==> config.mk <==
export PLATFORM = sky130hd
export DESIGN_NAME = layer_5_flat
export DESIGN_NICKNAME = d
export VERILOG_FILES = /design/src/rtl/layer_5_if.sv /design/src/rtl/layer_5.sv /design/src/flat_wrapper.sv
export SDC_FILE = /design/constraint.sdc
export NUM_CORES = 1
export LEC_CHECK = 0
export ABC_AREA = 1
export BUFFER_PORTS_ARGS = -buffer_cell sky130_fd_sc_hd__buf_2
export CAP_MARGIN = 20
export CORE_AREA = 5 5 126 128
export DETAILED_ROUTE_END_ITERATION = 8
export DIE_AREA = 0 0 131 133
export PLACE_DENSITY = 0.64
export SKIP_CTS_REPAIR_TIMING = 1
export SLEW_MARGIN = 30
export SYNTH_ARGS = -nofsm -noshare
export SYNTH_HDL_FRONTEND = slang
export SYNTH_SLANG_ARGS = --single-unit
==> constraint.sdc <==
create_clock -name clk -period 1.9 [get_ports clk]
set_input_delay 0.285 -clock clk [delete_from_list [all_inputs] [get_ports clk]]
set_output_delay 0.285 -clock clk [all_outputs]
set_load 0.1 [all_outputs]
==> src/rtl/layer_5_if.sv <==
// Streaming/result interface of the layer_5 classifier stage.
//   din_vld, din  : one beat of LANES activations from the ReLU layer
//   in_rdy        : classifier accepts beats (IDLE/LOAD only)
//   tx_done       : downstream consumed the result; also aborts a frame
//   rdy           : result valid (level)
//   digit, score  : arg-max class index and its signed score
// master = upstream/downstream side, slave = classifier side.
interface layer_5_if #(
   parameter int LANES = 16,
   parameter int DIN_W = 18,
   parameter int ACC_W = 36
);
   logic                        din_vld;
   logic [LANES-1:0][DIN_W-1:0] din;
   logic                        in_rdy;
   logic                        tx_done;
   logic                        rdy;
   logic [3:0]                  digit;
   logic [ACC_W-1:0]            score;

   modport master (
      output din_vld, din, tx_done,
      input  in_rdy, rdy, digit, score
   );

   modport slave (
      input  din_vld, din, tx_done,
      output in_rdy, rdy, digit, score
   );
endinterface

==> src/rtl/layer_5.sv <==
// layer_5: final fully-connected classifier. Captures 64 activations in
// BEATS beats of LANES lanes, runs a 64-term signed MAC plus bias for each
// of N_OUT classes, picks the arg-max and holds it until tx_done.
// Ports:
//   clk  : rising-edge clock
//   rst  : synchronous active-high reset
//   bus  : layer_5_if slave modport (din_vld/din/in_rdy/tx_done/rdy/digit/score)
// Weight and bias ROM contents arrive through W_ROM / B_ROM, one row per
// class (the l5_W<n> / l5_B<n> tables). LANES must be a power of two.
//
// state | meaning
// ------+---------------------------------------------------------
// IDLE  | waiting for beat 0
// LOAD  | collecting beats 1..BEATS-1
// PRIME | ROM address 0 presented, accumulators loaded with bias
// MAC   | one input index per cycle into all class accumulators
// ARG   | serial arg-max over the class accumulators
// DONE  | result held on rdy/digit/score until tx_done
module layer_5 #(
   parameter int LANES = 16,
   parameter int BEATS = 4,
   parameter int N_OUT = 10,
   parameter int DIN_W = 18,
   parameter int W_W   = 9,
   parameter int ACC_W = 36,
   parameter logic [N_OUT-1:0][LANES*BEATS-1:0][W_W-1:0] W_ROM = '0,
   parameter logic [N_OUT-1:0][W_W-1:0]                  B_ROM = '0
) (
   input logic      clk,
   input logic      rst,
   layer_5_if.slave bus
);
   localparam int N_IN = LANES * BEATS;
   localparam int IW   = $clog2(N_IN);
   localparam int LW   = $clog2(LANES);
   localparam int BW   = $clog2(BEATS);
   localparam int KW   = $clog2(N_OUT);

   typedef enum logic [2:0] {
      S_IDLE, S_LOAD, S_PRIME, S_MAC, S_ARG, S_DONE
   } state_t;

   state_t                      state;
   logic [BW-1:0]               beat;
   logic [IW-1:0]               idx;
   logic [KW-1:0]               k;
   logic                        in_rdy_q;
   logic                        rdy_q;
   logic [3:0]                  digit_q;
   logic [ACC_W-1:0]            score_q;
   logic signed [ACC_W-1:0]     acc [N_OUT];
   logic signed [ACC_W-1:0]     best;
   logic [KW-1:0]               bidx;
   logic [LANES-1:0][DIN_W-1:0] in_buf [BEATS];
   logic [W_W-1:0]              w_q [N_OUT];

   logic [IW-1:0]               rom_addr;
   logic [DIN_W-1:0]            x_cur;
   logic signed [ACC_W-1:0]     x_ext;
   logic                        take;
   logic signed [ACC_W-1:0]     best_nxt;
   logic [KW-1:0]               bidx_nxt;
   logic                        beat_wr;

   // ROM address runs one ahead of idx so w_q lines up with in_buf[idx].
   assign rom_addr = (state == S_MAC) ? idx + IW'(1) : '0;

   assign x_cur = in_buf[idx[IW-1:LW]][idx[LW-1:0]];
   assign x_ext = $signed({{(ACC_W-DIN_W){x_cur[DIN_W-1]}}, x_cur});

   // Strict greater-than keeps the lower class index on ties.
   always_comb begin
      take     = (k == '0) || (acc[k] > best);
      best_nxt = take ? acc[k] : best;
      bidx_nxt = take ? k : bidx;
   end

   assign beat_wr = !rst && !bus.tx_done && bus.din_vld &&
                    ((state == S_IDLE) || (state == S_LOAD));

   always_ff @(posedge clk) begin
      if (beat_wr) begin
         in_buf[beat] <= bus.din;
      end
   end

   always_ff @(posedge clk) begin
      for (int n = 0; n < N_OUT; n++) begin
         w_q[n] <= W_ROM[n][rom_addr];
      end
   end

   always_ff @(posedge clk) begin
      if (rst) begin
         state    <= S_IDLE;
         beat     <= '0;
         idx      <= '0;
         k        <= '0;
         in_rdy_q <= 1'b1;
         rdy_q    <= 1'b0;
         digit_q  <= '0;
         score_q  <= '0;
         best     <= '0;
         bidx     <= '0;
         for (int n = 0; n < N_OUT; n++) begin
            acc[n] <= '0;
         end
      end else if (bus.tx_done) begin
         state    <= S_IDLE;
         beat     <= '0;
         idx      <= '0;
         k        <= '0;
         in_rdy_q <= 1'b1;
         rdy_q    <= 1'b0;
         digit_q  <= '0;
         score_q  <= '0;
      end else begin
         case (state)
            S_IDLE: begin
               if (bus.din_vld) begin
                  beat  <= BW'(1);
                  state <= S_LOAD;
               end
            end
            S_LOAD: begin
               if (bus.din_vld) begin
                  if (beat == BW'(BEATS-1)) begin
                     beat     <= '0;
                     in_rdy_q <= 1'b0;
                     state    <= S_PRIME;
                  end else begin
                     beat <= beat + BW'(1);
                  end
               end
            end
            S_PRIME: begin
               for (int n = 0; n < N_OUT; n++) begin
                  acc[n] <= $signed({{(ACC_W-W_W){B_ROM[n][W_W-1]}}, B_ROM[n]});
               end
               idx   <= '0;
               state <= S_MAC;
            end
            S_MAC: begin
               // Product truncated to ACC_W: accumulation wraps, no saturation.
               for (int n = 0; n < N_OUT; n++) begin
                  acc[n] <= acc[n] +
                     x_ext * $signed({{(ACC_W-W_W){w_q[n][W_W-1]}}, w_q[n]});
               end
               if (idx == IW'(N_IN-1)) begin
                  k     <= '0;
                  state <= S_ARG;
               end else begin
                  idx <= idx + IW'(1);
               end
            end
            S_ARG: begin
               best <= best_nxt;
               bidx <= bidx_nxt;
               if (k == KW'(N_OUT-1)) begin
                  rdy_q   <= 1'b1;
                  digit_q <= 4'(bidx_nxt);
                  score_q <= best_nxt;
                  state   <= S_DONE;
               end else begin
                  k <= k + KW'(1);
               end
            end
            S_DONE: begin
            end
            default: state <= S_IDLE;
         endcase
      end
   end

   assign bus.in_rdy = in_rdy_q;
   assign bus.rdy    = rdy_q;
   assign bus.digit  = digit_q;
   assign bus.score  = score_q;
endmodule
==> src/flat_wrapper.sv <==
// flat-port wrapper written by rule: the top's interface ports become plain ports
module layer_5_flat 
#(
   parameter int LANES = 16,
   parameter int BEATS = 4,
   parameter int N_OUT = 10,
   parameter int DIN_W = 18,
   parameter int W_W   = 9,
   parameter int ACC_W = 36,
   parameter logic [N_OUT-1:0][LANES*BEATS-1:0][W_W-1:0] W_ROM = '0,
   parameter logic [N_OUT-1:0][W_W-1:0]                  B_ROM = '0
)
  (clk, rst, bus_din_vld, bus_din, bus_tx_done, bus_in_rdy, bus_rdy, bus_digit, bus_score);
  layer_5_if #(.LANES(LANES), .DIN_W(DIN_W), .ACC_W(ACC_W)) bus_i ();
  input logic clk;
  input logic rst;
  input wire logic [$bits(bus_i.din_vld)-1:0] bus_din_vld;
  input wire logic [$bits(bus_i.din)-1:0] bus_din;
  input wire logic [$bits(bus_i.tx_done)-1:0] bus_tx_done;
  output wire logic [$bits(bus_i.in_rdy)-1:0] bus_in_rdy;
  output wire logic [$bits(bus_i.rdy)-1:0] bus_rdy;
  output wire logic [$bits(bus_i.digit)-1:0] bus_digit;
  output wire logic [$bits(bus_i.score)-1:0] bus_score;
  assign bus_i.din_vld = bus_din_vld;
  assign bus_i.din = bus_din;
  assign bus_i.tx_done = bus_tx_done;
  assign bus_in_rdy = bus_i.in_rdy;
  assign bus_rdy = bus_i.rdy;
  assign bus_digit = bus_i.digit;
  assign bus_score = bus_i.score;
  layer_5 #(.LANES(LANES), .BEATS(BEATS), .N_OUT(N_OUT), .DIN_W(DIN_W), .W_W(W_W), .ACC_W(ACC_W), .W_ROM(W_ROM), .B_ROM(B_ROM)) u_core (.clk(clk), .rst(rst), .bus(bus_i));
endmodule
==> flow_metrics.py <==
metrics = {
    "yosys": {
        "synthTopCellsByArea": "dfxtp_1 (52%), nand2_1 (11%), a21oi_1 (7.0%), nor2_1 (6.9%), nand3_1 (6.6%)",
        "synthTopCellsByCount": "nand2_1 (111), dfxtp_1 (97), nor2_1 (68)",
        "yosys_warnings": 0,
        "synthCells": 473,
        "synth.distinct_cells": 26,
        "synth_top_area_share_pct": 52.4,
        "yosysTopAreaCell": "dfxtp_1",
        "async_reset_ff_share_pct": 0,
        "synth_ff_type": "dfxtp_1",
        "ys_seq_elements": 97,
        "synth_edf_count": 0,
        "syn-cell-area_um2": 3700,
        "ys_seq_area_share_pct": 52.4,
        "syn_avg_cell_area_um2": 7.83,
        "yosysMostFrequentCell": "nand2_1",
        "syn_nets": 770,
    },
    "floorplan": {
        "dieWidth_um": 131,
        "die_h_um": 133,
        "fp-row-count": 45,
        "core_area_um2": 14800,
        "start_util_pct": 25.1,
        "pin_count": 334,
        "die_area_um2": 17400,
    },
    "placement": {
        "gp_congestion": 0.749,
        "dp_hpwl_mm": 5.31,
        "io_buffers": 45,
        "place_ws_ps": 238,
        "dp.cells": 691,
    },
    "power": {
        "clkPwrFrac_pct": 45.4,
        "power.leakage_nw": 1.79,
        "cell_internal_pwr_mw": 3.17,
        "power_switching_mw": 0.852,
        "p_per_area_nw_per_um2": 910,
        "ir_worst_vdd_v": 0.000520,
        "p_sw_share_pct": 21.2,
        "p_seq_share_pct": 51.1,
        "total_power_mw": 4.02,
        "comb_power_share_pct": 3.5,
    },
    "setup_path": {
        "endpoint_kind": "register",
        "start_kind": "register",
        "path_class": "reg2reg",
        "crit_required_ps": 2080,
        "cp.arrival_ps": 1860,
        "path_max_fanout": 9,
    },
    "cells_and_area": {
        "diodes": 0,
        "instances_no_fill": 706,
        "final_nets": 811,
        "area_growth_pct": 19.2,
        "finish.utilization_pct": 29.9,
        "drive_gt1_share_pct": 17.0,
    },
    "sta": {
        "period_minus_slack_ps": 1670,
        "setup_viol": 0,
        "tightestPinTransition_ps": 835,
        "tns_ps": 0,
        "timing.final.ws_setup_ps": 226,
        "finalMaxSlewViolations": 0,
        "finalHoldViolCount": 0,
        "skew_ps": 6.66,
        "period_share_pct": 88.1,
        "slew_headroom_pct": 44.2,
        "rsz0062_at_grt": "no",
        "fmax_ghz": 0.597,
    },
    "cts": {
        "root_buffer": "clkbuf_16",
        "cts.path.max_buffers": 2,
        "clk_pin_slew_ps": 60,
        "htreeDepth": 3,
        "cts_buffers": 9,
        "cts_tree": "done",
        "cts_sinks": 97,
        "clk-insertion-delay-late_ps": 330,
    },
    "route": {
        "postRouteAntennaNets": 0,
        "dr.pass1.iters": 4,
        "wl_mm": 8.15,
        "vias_per_cell": 4.37,
        "wl_per_cell_um": 11.5,
        "drc": 0,
        "route.vias.total": 3084,
        "drt_iter0_markers": 167,
    },
    "global_route": {
        "antenna_found_initial": 0,
        "grt_pass1_wl_mm": 13.9,
        "grt_max_degree": 46,
        "grt_overflow_total": 0,
        "grt_usage_pct": 9.71,
        "grt_pass1_vias": 2903,
    },
    "worst_hold_path": {
        "holdCritPathClass": "in2reg",
    },
    "job": {
        "cap_violations": 0,
    },
    "run_status": {
        "outcome": "finished clean",
    },
}
-- cells in the final DEF, fill, tap and decap left out, types with 2 or more instances in the layout --
cell type   Yosys  routed
inv_1          20      20
dfxtp_1        97      97
ha_1            5       5
buf_2           3      45
nand2_4         2       2
nand3_1        49      49
clkbuf_8        0       2
o21ai_0        14      14
nand2_2         3       3
clkinvlp_4      0       3
o21ai_1         2       2
buf_12          0       2
nand2_1       111     111
nor3_1          3       3
nand4_1         5       5
clkbuf_16       0       9
inv_2           7       7
nor2_1         68      68
a21oi_1        52      52
nand3_2         3       3
buf_4          11       8
-- critical path: stages, from the launching register on --
cell,delay (ps)
dfxtp_1,420
ha_1,200
nand2_1,80
nor2_1,150
nand2_1,90
nand2_2,170
buf_4,180
nand2_2,80
nand2_1,80
a21oi_1,60
-- routing by layer --
metal | GRT usage, % | part of all wire [%] | vias up
met1 | 13.4 | 50 | 1408
met2 | 13.9 | 43 | 60
met5 | 0 | 0 | -
li1 | - | - | 1609
met3 | 3.31 | 5.6 | 7
met4 | 3.54 | 1.1 | 0
-- final timing paths --
kind | start | endpoint | slack, ps | cells after the start
setup / recovery | u_core.idx[0]$_SDFFE_PP0P_ | u_core.k[0]$_SDFFE_PP0P_ | 230 | 9
hold / removal | bus_tx_done | u_core.best[35]$_SDFFE_PP0P_ | 240 | 3
setup reg to reg | u_core.idx[0]$_SDFFE_PP0P_ | u_core.k[0]$_SDFFE_PP0P_ | 230 | 9
hold reg to reg | u_core.best[27]$_SDFFE_PP0P_ | u_core.best[27]$_SDFFE_PP0P_ | 440 | 2
-- kinds of logic after synthesis --
family | count (synthesis) | share of synthesized area, %
xor+xnor | 2 | 0.473
compound gates | 69 | 9.39
flops | 97 | 52.4
buf+inv | 53 | 7.06
fa+ha+maj | 5 | 1.69
simple gates | 247 | 29.0
-- state kept, by name, summed over array words and instances (netlist names) --
| name | flops |
|---|---|
| u_core.best | 36 |
| u_core.bus.digit | 4 |
| u_core.k | 4 |
| u_core.state | 3 |
| u_core.idx | 6 |
| u_core.beat | 2 |
| u_core.bus.rdy | 1 |
| u_core.bus.in_rdy | 1 |
| u_core.bus.score | 36 |
| u_core.bidx | 4 |
-- power by group through the flow --
stage / combinational, mW / clock, mW / sequential, mW
floorplan: 0.110 / 0 / 2.09
global placement: 0.142 / 0 / 2.10
detailed placement: 0.141 / 0 / 2.10
CTS: 0.141 / 1.88 / 2.05
global route: 0.161 / 1.96 / 2.05
finish: 0.141 / 1.82 / 2.05
-- per-stage QoR --
| step | hold WS, ps | area [µm²] |
|---|---|---|
| detailed placement | 433 | 4110 |
| global route | 273 | 4420 |
| floorplan | 425 | 3700 |
| global placement | 431 | 4110 |
| finish | 244 | 4420 |
| CTS | 226 | 4420 |
-- layout make-up --
cell class	instances	area (µm²)
Tap cell	188	235
Multi-Input combinational cell	323	1500
Inverter	28	108
Clock inverter	4	52.6
Fill cell	1621	10300
Timing Repair Buffer	55	325
Sequential cell	97	1940
Clock buffer	11	253
Note: power is estimated with default switching activity, not from simulation.
